### src/rtl/instr_fetch.sv
// rtl/instr_fetch.sv - instruction prefetch unit with request/grant/valid memory port
// Buffers fetched words with their PCs and presents one instruction per cycle to decode.
module instr_fetch #(
   parameter int                    WORD_WIDTH      = 32,
   parameter int                    FIFO_DEPTH      = 4,
   parameter int                    MAX_OUTSTANDING = 2,
   parameter logic [WORD_WIDTH-1:0] BOOT_ADDR       = '0
) (
   input  logic                  clk,
   input  logic                  rst_n,
   input  logic                  fetch_enable_i,
   output logic                  instr_req_o,
   output logic [WORD_WIDTH-1:0] instr_addr_o,
   input  logic                  instr_gnt_i,
   input  logic                  instr_rvalid_i,
   input  logic [WORD_WIDTH-1:0] instr_rdata_i,
   input  logic                  jump_i,
   input  logic [WORD_WIDTH-1:0] jump_target_i,
   input  logic                  stall_i,
   output logic [WORD_WIDTH-1:0] instr_o,
   output logic [WORD_WIDTH-1:0] pc_o,
   output logic                  no_op_flag_o
);

   localparam int AW = $clog2(FIFO_DEPTH);
   localparam int CW = AW + 1;
   localparam int OW = $clog2(MAX_OUTSTANDING + 1);
   localparam logic [WORD_WIDTH-1:0] INSTR_NOP = WORD_WIDTH'(32'h0000_0013);

   logic [WORD_WIDTH-1:0] fetch_pc;
   logic [WORD_WIDTH-1:0] rsp_pc;
   logic [WORD_WIDTH-1:0] last_pc;
   logic [WORD_WIDTH-1:0] fifo_data [FIFO_DEPTH];
   logic [WORD_WIDTH-1:0] fifo_pc   [FIFO_DEPTH];
   logic [AW-1:0]         rd_ptr;
   logic [AW-1:0]         wr_ptr;
   logic [CW-1:0]         fifo_cnt;
   logic [OW-1:0]         out_cnt;
   logic [OW-1:0]         discard_cnt;

   logic                  head_valid;
   logic                  room;
   logic                  out_room;
   logic                  grant;
   logic                  drop;
   logic                  push;
   logic                  pop;
   logic [WORD_WIDTH-1:0] target;

   assign target     = jump_target_i & ~WORD_WIDTH'(3);
   assign head_valid = (fifo_cnt != '0) && !jump_i;
   // Reserving a FIFO slot per outstanding request means a response never finds the buffer full.
   assign room       = (32'(fifo_cnt) + 32'(out_cnt)) < 32'(FIFO_DEPTH);
   assign out_room   = 32'(out_cnt) < 32'(MAX_OUTSTANDING);
   assign instr_req_o = rst_n && fetch_enable_i && !jump_i && out_room && room;
   assign grant      = instr_req_o && instr_gnt_i;
   assign drop       = discard_cnt != '0;
   assign push       = instr_rvalid_i && !drop && !jump_i;
   assign pop        = head_valid && !stall_i;

   assign instr_addr_o = fetch_pc;
   assign instr_o      = head_valid ? fifo_data[rd_ptr] : INSTR_NOP;
   assign pc_o         = head_valid ? fifo_pc[rd_ptr] : last_pc;
   assign no_op_flag_o = !head_valid;

   always_ff @(posedge clk or negedge rst_n) begin
      if (!rst_n) begin
         fetch_pc    <= BOOT_ADDR;
         rsp_pc      <= BOOT_ADDR;
         last_pc     <= '0;
         rd_ptr      <= '0;
         wr_ptr      <= '0;
         fifo_cnt    <= '0;
         out_cnt     <= '0;
         discard_cnt <= '0;
      end else begin
         out_cnt <= out_cnt + OW'(grant) - OW'(instr_rvalid_i);
         if (head_valid) begin
            last_pc <= fifo_pc[rd_ptr];
         end
         if (jump_i) begin
            // Everything still in flight belongs to the old path; a response arriving now is dropped too.
            fetch_pc    <= target;
            rsp_pc      <= target;
            rd_ptr      <= '0;
            wr_ptr      <= '0;
            fifo_cnt    <= '0;
            discard_cnt <= out_cnt - OW'(instr_rvalid_i);
         end else begin
            if (grant) begin
               fetch_pc <= fetch_pc + WORD_WIDTH'(4);
            end
            if (instr_rvalid_i && drop) begin
               discard_cnt <= discard_cnt - OW'(1);
            end
            if (push) begin
               wr_ptr <= wr_ptr + AW'(1);
               rsp_pc <= rsp_pc + WORD_WIDTH'(4);
            end
            if (pop) begin
               rd_ptr <= rd_ptr + AW'(1);
            end
            fifo_cnt <= fifo_cnt + CW'(push) - CW'(pop);
         end
      end
   end

   always_ff @(posedge clk) begin
      if (push) begin
         fifo_data[wr_ptr] <= instr_rdata_i;
         fifo_pc[wr_ptr]   <= rsp_pc;
      end
   end

endmodule

### config.mk
export PLATFORM = sky130hd
export DESIGN_NAME = instr_fetch
export DESIGN_NICKNAME = d
export VERILOG_FILES = /design/src/rtl/instr_fetch.sv
export SDC_FILE = /design/constraint.sdc
export NUM_CORES = 1
export LEC_CHECK = 0
export ABC_AREA = 1
export ABC_CLOCK_PERIOD_IN_PS = 6460
export CORE_ASPECT_RATIO = 0.6
export CORE_MARGIN = 5
export CORE_UTILIZATION = 61
export DETAILED_ROUTE_END_ITERATION = 8
export PLACE_DENSITY = 0.86
export SLEW_MARGIN = 20
export SYNTH_ARGS = -nofsm -noshare
export SYNTH_HDL_FRONTEND = slang
export SYNTH_SLANG_ARGS = --single-unit
### constraint.sdc
create_clock -name clk -period 6.46 [get_ports clk]
set_input_delay 1.292 -clock clk [delete_from_list [all_inputs] [get_ports clk]]
set_output_delay 1.292 -clock clk [all_outputs]
set_load 0.01 [all_outputs]
== Yosys cells after proc, flatten, opt, wreduce, memory -nomap -nowiden ==
Memories as Yosys holds them, arrays and structs flattened.
Index checks and enable logic that the tools add are counted.

* Add/subtract/negate cells: 11
* $mul: 0
* Divide/modulo/power cells: 0
* $lt $le $gt $ge: 2
* Eq/ne operators: 0
* Shifts and indexed selects: 0
* Mux-type cells: 15
* Bitwise operators: 0
* Reduce and logical (&&, ||, !) cells: 20

{| class="wikitable"
|+ Operators with widths
! cell !! number
|-
| two-way mux 32 bit || 6
|-
| adder 32 x 3 -> 32 bit (second input constant) || 2
|-
| two-way mux 2 bit || 6
|-
| logical AND 1 bit || 10
|-
| nonzero test 2 bit || 5
|-
| adder 2 x 1 -> 2 bit (second input constant) || 2
|-
| adder 3 x 2 -> 4 bit || 1
|-
| logical NOT 1 bit || 4
|-
| less-than comparator 4 x 3 -> 1 bit (second input constant) || 1
|-
| subtractor 2 x 1 -> 2 bit || 2
|-
| adder 3 x 1 -> 3 bit || 1
|-
| two-way mux 3 bit || 1
|-
| nonzero test 3 bit || 1
|-
| subtractor 3 x 1 -> 3 bit || 1
|-
| adder 2 x 1 -> 2 bit || 1
|-
| less-than comparator 2 bit (second input constant) || 1
|-
| two-way mux 1 bit || 2
|-
| subtractor 2 x 1 -> 2 bit (second input constant) || 1
|}

* Register bits after elaboration: 107
* Latch bits: 0
* RAM bits: 256
* Bits in read-only memories: 0
* Bits of input ports: 71
* Output and inout port bits: 98
* Logic and storage cells: 58
* Memories kept: 2

{| class="wikitable"
|+ Memory list
! name !! depth !! width !! rd ports !! clocked after memory_dff !! wr ports !! RTL line !! RTL
|-
| fifo_data || 4 || 32 || 1 || 0 || 1 || 33 || <nowiki>logic [WORD_WIDTH-1:0] fifo_data [FIFO_DEPTH];</nowiki>
|-
| fifo_pc || 4 || 32 || 1 || 0 || 1 || 34 || <nowiki>logic [WORD_WIDTH-1:0] fifo_pc [FIFO_DEPTH];</nowiki>
|}

== Longest topological paths before layout ==
Gate-level depths: netlist of run 1.

* Depth in word-level cells: 7
* Depth in mapped cells: 13
* Gate-level depth less buffers: 12

== Least setup slack after synthesis of run 1 ==
Ideal clock, no wire load.

* Path type: input to register
* From: input jump_i
* To: memory fifo_data[0][0], enable pin
* Setup time: 0.482 ns
* Arrival: 4.600 ns
* Data required time: 5.978 ns
* Path slack: 1.378 ns
* Stages on the path: 5
* Buffers on the path: 2
* Path through: buf_2 -> nor2_2 -> inv_1 -> buf_2 -> nor2_1

* Word-level cells in the longest chain between the ends: 4

{| class="wikitable"
|+ RTL lines
! what !! RTL line !! RTL
|-
| start, declared || 17 || <nowiki>input logic jump_i,</nowiki>
|-
| logical NOT 1 bit || 58 || <nowiki>assign push = instr_rvalid_i && !drop && !jump_i;</nowiki>
|-
| logical AND 1 bit || 58 ||
|-
| two-way mux 1 bit || 109 || <nowiki>if (push) begin</nowiki>
|-
| two-way mux 1 bit (implied by the code) || 110 || <nowiki>fifo_data[wr_ptr] <= instr_rdata_i;</nowiki>
|-
| end, declared || 33 ||
|}

Every way passes these cells.

== Final worst setup path of run 1 ==
* From: input jump_i
* To: output pc_o[25]

* Word-level cells in the longest chain between the ends: 3

{| class="wikitable"
|+ RTL lines
! what !! RTL line !! RTL
|-
| logical NOT 1 bit || 51 || <nowiki>assign head_valid = (fifo_cnt != '0) && !jump_i;</nowiki>
|-
| logical AND 1 bit || 51 ||
|-
| two-way mux 32 bit || 63 || <nowiki>assign pc_o = head_valid ? fifo_pc[rd_ptr] : last_pc;</nowiki>
|-
| end, declared || 21 || <nowiki>output logic [WORD_WIDTH-1:0] pc_o,</nowiki>
|}

Every way passes these cells.

==> impl_results.md, run 1 <==
* DR DRC count at 0
* Drt pass-1 iters at 6
* Status: finished, final reports clean
* Mapped cell area at 0.0155 sq mm
* Initial Util at 61.7%
* Grt ovf at 0
* CTS tree: built
* Clock Sinks at 351
* Leak at 7.04 nW
* Netlist cell types at 40
* Top-area cell type share of the netlist area at 48.0%
* Die Width at 216 um
* Commonest non-fill, non-tap cells in the layout: nor2_1, edfxtp_1, nand2_1, clkdlybuf4s50_1, o21ai_0
* First-pass GRT wire length at 61600 um
* Initial DRC Count at 1427
* Final period utilization at 73.2%
* Critical Path AT at 3.44 ns
* Most used DFF post-synth: edfxtp_1
* Insertion delay to the later sink of the worst-skew pair at 0.56 ns
* Die height at 134 um
* Syn avg cell area at 9.92 sq um
* Number of global-route vias before repair at 11100
* Post-synth EDFFs at 248
* Worst EP required at 5.17 ns
* Hold Vio Cnt, Final at 0
* Total negative setup slack at 0 ns
* Register area share after synthesis at 64.6%
* Final Max Slew Viols at 0
* Startpoint Class: primary input
* Via Count at 11900
* Antenna violations before repair at 0
* RSZ-0062 raised after global routing: no
* Area delta synth->final at 19.5%
* Min Tclk post-route at 4.73 ns
* Hold_buf cts at 0
* Largest net degree at the start of global routing at 105
* TritonCTS Buffers at 30
* Critical Path End Type: output port
* Placement Cell Area at 0.0175 sq mm
* Core Region at 0.0252 sq mm
* Tot GR Track Use at 26.8%
* ANT cells at 0
* Max-cap violations at 0
* Post-CTS resize count at 0
* Crit path max fanout at 49
* Cells after Synth at 1566
* GPL Wtd Cong at 0.957
* Largest cells by area after synthesis: edfxtp_1, dfrtp_1, nor2_1
* Postcts setup bufs at 0
* Max Fclk at 211 MHz
* Post-DP HPWL at 25100 um
* Power Density at 364 mW/mm^2
* Crit Path Category: in -> out
* Layout cells sized above 1 at 5.65%
* Synth warn at 0
* Ports at 169
* Clock skew at 0.0130 ns
* Least-Margin Pin Slew at 0.957 ns
* Most area-hungry cell type in the Yosys netlist: edfxtp_1
* Final nets at 1796
* Clock transition at the registers of the reported paths at 0.07 ns
* Max-slew headroom at 36.2%
* WL final at 39400 um
* Flops & latches, synth at 351
* DR vias/cell at 5.78
* Final Cell Area at 0.0186 sq mm
* Port Buffers at 164
* Post-DRT Antenna Nets at 0
* Fillers at 1722
* Fraction of registers with async set/reset at 29.3%
* Root buffer cell: clkbuf_16
* Max VDD drop at 0.371 mV
* Final setup viols at 0
* WL/cell at 19.1 um
* CTS H-tree lvls at 1
* Maximum clock path buffer count at 3
* # rows at 45
* Commonest non-fill, non-tap cell in the layout: nor2_1
* Tightest Hold Check Type: reg -> reg
* Die footprint at 0.0289 sq mm
## report_power, final
group,leakage [nW],switching (mW),internal (mW)
combinational,3.07,1.12,0.770
clock,0.521,0.797,1.17
sequential,3.45,0.209,2.69
total,7.04,2.13,4.63
## routing by layer
layer | up-vias | track usage, % | share of wire, %
li1 | 5588 | - | -
met5 | - | 0 | 0
met4 | 0 | 4.62 | 1.6
met2 | 555 | 40.9 | 46
met1 | 5729 | 40.9 | 44
met3 | 59 | 5.54 | 9.0
## stage by stage
stage,power [mW],hold WS [ns],instances,util [%],setup WS (ns)
floorplan,3.91,0.496,1567,-,1.38
global placement,4.75,0.473,2008,69.4,1.75
detailed placement,4.82,0.486,2008,69.4,1.73
CTS,6.78,0.496,2064,73.7,1.63
global route,7.09,0.509,2064,73.8,1.50
finish,6.76,0.491,2064,73.8,1.73
## final timing paths
| path | slack [ns] | endpoint | cells after the start | from |
|---|---|---|---|---|
| worst max register to register | 3.42 | fifo_data[2][8] | 8 | discard_cnt[0] |
| max in group asynchronous | 4.32 | rd_ptr[0] | 2 | rst_n |
| worst max-delay path | 1.73 | pc_o[25] | 8 | jump_i |
| worst min-delay path | 0.49 | last_pc[1] | 2 | last_pc[1] |
| min in group asynchronous | 0.77 | last_pc[28] | 1 | rst_n |
| worst min register to register | 0.49 | last_pc[1] | 2 | last_pc[1] |
## Yosys cell counts (8+ instances only)
cell type	instances
buf_1	11
buf_2	23
edfxtp_1	248
a31oi_1	37
dfrtp_1	103
ha_1	13
nor2_1	367
o211ai_1	8
a21oi_1	48
o21ai_0	155
clkbuf_1	32
nor2_2	10
a21boi_0	11
nor3_1	20
inv_1	100
nand2_1	243
nand3_1	81
## registers in the layout, indices dropped and copies added (netlist names)
name and cells:
discard_cnt 2, fifo_cnt 3, fifo_data 128, fifo_pc 120
instr_addr_o 30, last_pc 32, out_cnt 2, rd_ptr 2
rsp_pc 30, wr_ptr 2
## kinds of logic after synthesis
logic type	after synthesis	synth area share (%)
xor gates and xnor gates	12	0.677
buffers and inverters	173	4.44
AOI/OAI and AO/OA	268	9.39
adders and majority gates	14	1.18
other	1	0.0241
and+or+nand+nor	747	19.7
DFF	351	64.6
## worst max-delay path, stage by stage
cell and delay [ns]:
buf_2 0.11, inv_2 0.07, o21ai_2 0.07, inv_2 0.62
buf_4 0.35, nor2_1 0.06, a31oi_1 0.23, clkdlybuf4s50_1 0.59
## area by class of cell
class	count	area, sq um	area share, %
clock buffers	40	860	4.63
flip-flops and latches	351	10000	54.0
well taps	329	412	2.22
repair buffers	181	1790	9.65
inverters	104	390	2.10
clock inverters	16	230	1.24
multi-input cells	1043	4850	26.1
(Power assumes the default switching activity.)
==> run 2: changes to the inputs <==
--- a/config.mk
+++ b/config.mk
@@ -6,12 +6,12 @@
 export NUM_CORES = 1
 export LEC_CHECK = 0
 export ABC_AREA = 1
-export ABC_CLOCK_PERIOD_IN_PS = 6460
+export ABC_CLOCK_PERIOD_IN_PS = 4500
 export CORE_ASPECT_RATIO = 0.6
 export CORE_MARGIN = 5
-export CORE_UTILIZATION = 61
+export CORE_UTILIZATION = 57
 export DETAILED_ROUTE_END_ITERATION = 8
-export PLACE_DENSITY = 0.86
+export PLACE_DENSITY = 0.81
 export SLEW_MARGIN = 20
 export SYNTH_ARGS = -nofsm -noshare
 export SYNTH_HDL_FRONTEND = slang
==> constraint.sdc (replaced) <==
create_clock -name clk -period 4.5 [get_ports clk]
set_input_delay 0.9 -clock clk [delete_from_list [all_inputs] [get_ports clk]]
set_output_delay 0.9 -clock clk [all_outputs]
set_load 0.01 [all_outputs]
==> impl_results.md, run 2 (synthesis gave the netlist of run 1 again) <==
* Status: finished, final reports clean
* Max VDD drop at 0.311 mV (-16%)
* Placement Cell Area at 0.0176 sq mm (+0.84%)
* Die Width at 223 um (+3.3%)
* Final period utilization at 91.3%
* Hold Vio Cnt, Final at 0 (unchanged)
* Startpoint Class: register
* Root buffer cell: clkbuf_16
* Max reg flops at 128 (unchanged)
* Clock transition at the registers of the reported paths at 0.06 ns (about the same)
* DR DRC count at 0 (unchanged)
* Grt ovf at 0 (unchanged)
* ANT cells at 0 (unchanged)
* Hold_buf cts at 0 (unchanged)
* Biggest regs: fifo_data (128), fifo_pc (120), last_pc (32)
* Postcts setup bufs at 0 (unchanged)
* Max-slew headroom at 44.8% (+8.6 points)
* Top reg by flops: fifo_data
* Port Buffers at 164 (unchanged)
* Number of global-route vias before repair at 11300 (+1.9%)
* Min Tclk post-route at 4.11 ns
* Die height at 138 um (+3.2%)
* Die footprint at 0.0308 sq mm (+6.6%)
* WL/cell at 19.0 um (-0.37%)
* Critical Path End Type: output port
* Crit Path Category: reg -> out
* Power Density at 515 mW/mm^2 (+41%)
* Clock skew at 0.0147 ns (+0.00174 ns)
* Least-Margin Pin Slew at 0.828 ns (-0.128 ns)
* Max-cap violations at 0 (unchanged)
* WL final at 40000 um (+1.6%)
* Maximum clock path buffer count at 3 (unchanged)
* Commonest non-fill, non-tap cells in the layout: nor2_1, edfxtp_1, nand2_1, clkdlybuf4s50_1, o21ai_0
* Tightest Hold Check Type: reg -> reg
* Final Cell Area at 0.0186 sq mm (+0.30%)
* Commonest non-fill, non-tap cell in the layout: nor2_1
* Via Count at 11900 (-0.067%)
* DR vias/cell at 5.66 (-2.0%)
* Initial Util at 58.3% (-3.4 points)
* Worst hold slack at 0.487 ns (-0.00403 ns)
* # rows at 46 (+2.2%)
* Reg2Reg Setup Slack at 1.83 ns (-1.59 ns)
* Max Fclk at 243 MHz
* Final nets at 1807 (+0.61%)
* Worst EP required at 3.60 ns (-1.57 ns)
* Area delta synth->final at 19.9%
* Clock Sinks at 351 (unchanged)
* TritonCTS Buffers at 30 (unchanged)
* Largest net degree at the start of global routing at 63 (-40%)
* Antenna violations before repair at 1 (+1)
* Final setup viols at 0 (unchanged)
* CTS tree: built
* Initial DRC Count at 1358 (-4.8%)
* Crit path max fanout at 55 (+12%)
* Ports at 169 (unchanged)
* Post-DRT Antenna Nets at 0 (unchanged)
* Critical Path AT at 3.21 ns (-0.23 ns)
* Layout cells sized above 1 at 6.19% (+0.54 points)
* Fin cells at 2105 (+2.0%)
* Post-CTS resize count at 0 (unchanged)
* Tot GR Track Use at 25.8% (-1.0 points)
* Insertion delay to the later sink of the worst-skew pair at 0.56 ns (about the same)
* GPL Wtd Cong at 0.938 (-2.0%)
* First-pass GRT wire length at 62400 um (+1.4%)
* RSZ-0062 raised after global routing: no
* Dpl cells at 2050 (+2.1%)
* Final Max Slew Viols at 0 (unchanged)
* CTS H-tree lvls at 1 (unchanged)
* Core Region at 0.0266 sq mm (+5.9%)
* Leak at 7.07 nW (+0.42%)
* Drt pass-1 iters at 7 (+1)
* Post-DP HPWL at 26100 um (+4.0%)
[run 2: final cells by class]
| cell class | count | area (sq um) |
|---|---|---|
| sequential | 351 | 10000 |
| clock inverter | 13 | 135 |
| tap | 360 | 450 |
| multi-input combinational | 1043 | 4850 |
| inverter | 104 | 390 |
| timing repair buffer | 192 | 1890 |
| fill | 1916 | 8030 |
| clock buffer | 42 | 867 |
[run 2: worst max-delay path, cell delays in order, from the launching register on]
cell and delay (ns):
dfrtp_4 0.73, buf_4 0.59, nor2_1 0.11, nor2_1 0.09
o21ai_0 0.11, a31oi_1 0.40, clkdlybuf4s50_1 0.62
[run 2: metal layers]
layer / up-vias / routed length [um] / part of all wire [%] / track usage [%]
li1: 5599 / - / - / -
met1: 5749 / 17800 / 45 / 39.3
met2: 536 / 18100 / 45 / 40.1
met3: 39 / 3660 / 9.2 / 4.70
met4: 0 / 450 / 1.1 / 3.98
met5: - / 0 / 0 / 0
[run 2: where the power goes]
part	switching [mW]	leakage, nW	total (mW)	internal [mW]
logic	1.62	3.12	2.76	1.14
clock network	1.13	0.497	2.63	1.51
registers	0.318	3.45	4.18	3.86
total	3.06	7.07	9.58	6.51
[run 2: final timing paths]
path | startpoint | to | cells past startpoint
worst min register to register | last_pc[1] | last_pc[1] | 2
worst min-delay path | last_pc[1] | last_pc[1] | 2
worst max register to register | fifo_cnt[1] | fifo_cnt[2] | 12
min in group asynchronous | rst_n | last_pc[28] | 2
worst max-delay path | rd_ptr[0] | pc_o[7] | 6
max in group asynchronous | rst_n | last_pc[0] | 3
[run 2: metrics by stage]
step,util (%),TNS (ns),worst slack [ns],total power [mW]
finish,69.9,0,0.393,9.58
global route,69.9,0,0.221,10.1
CTS,69.9,0,0.328,9.60
detailed placement,66.1,0,0.915,6.99
global placement,66.1,0,0.925,6.89
floorplan,-,-47.16,-0.190,5.62
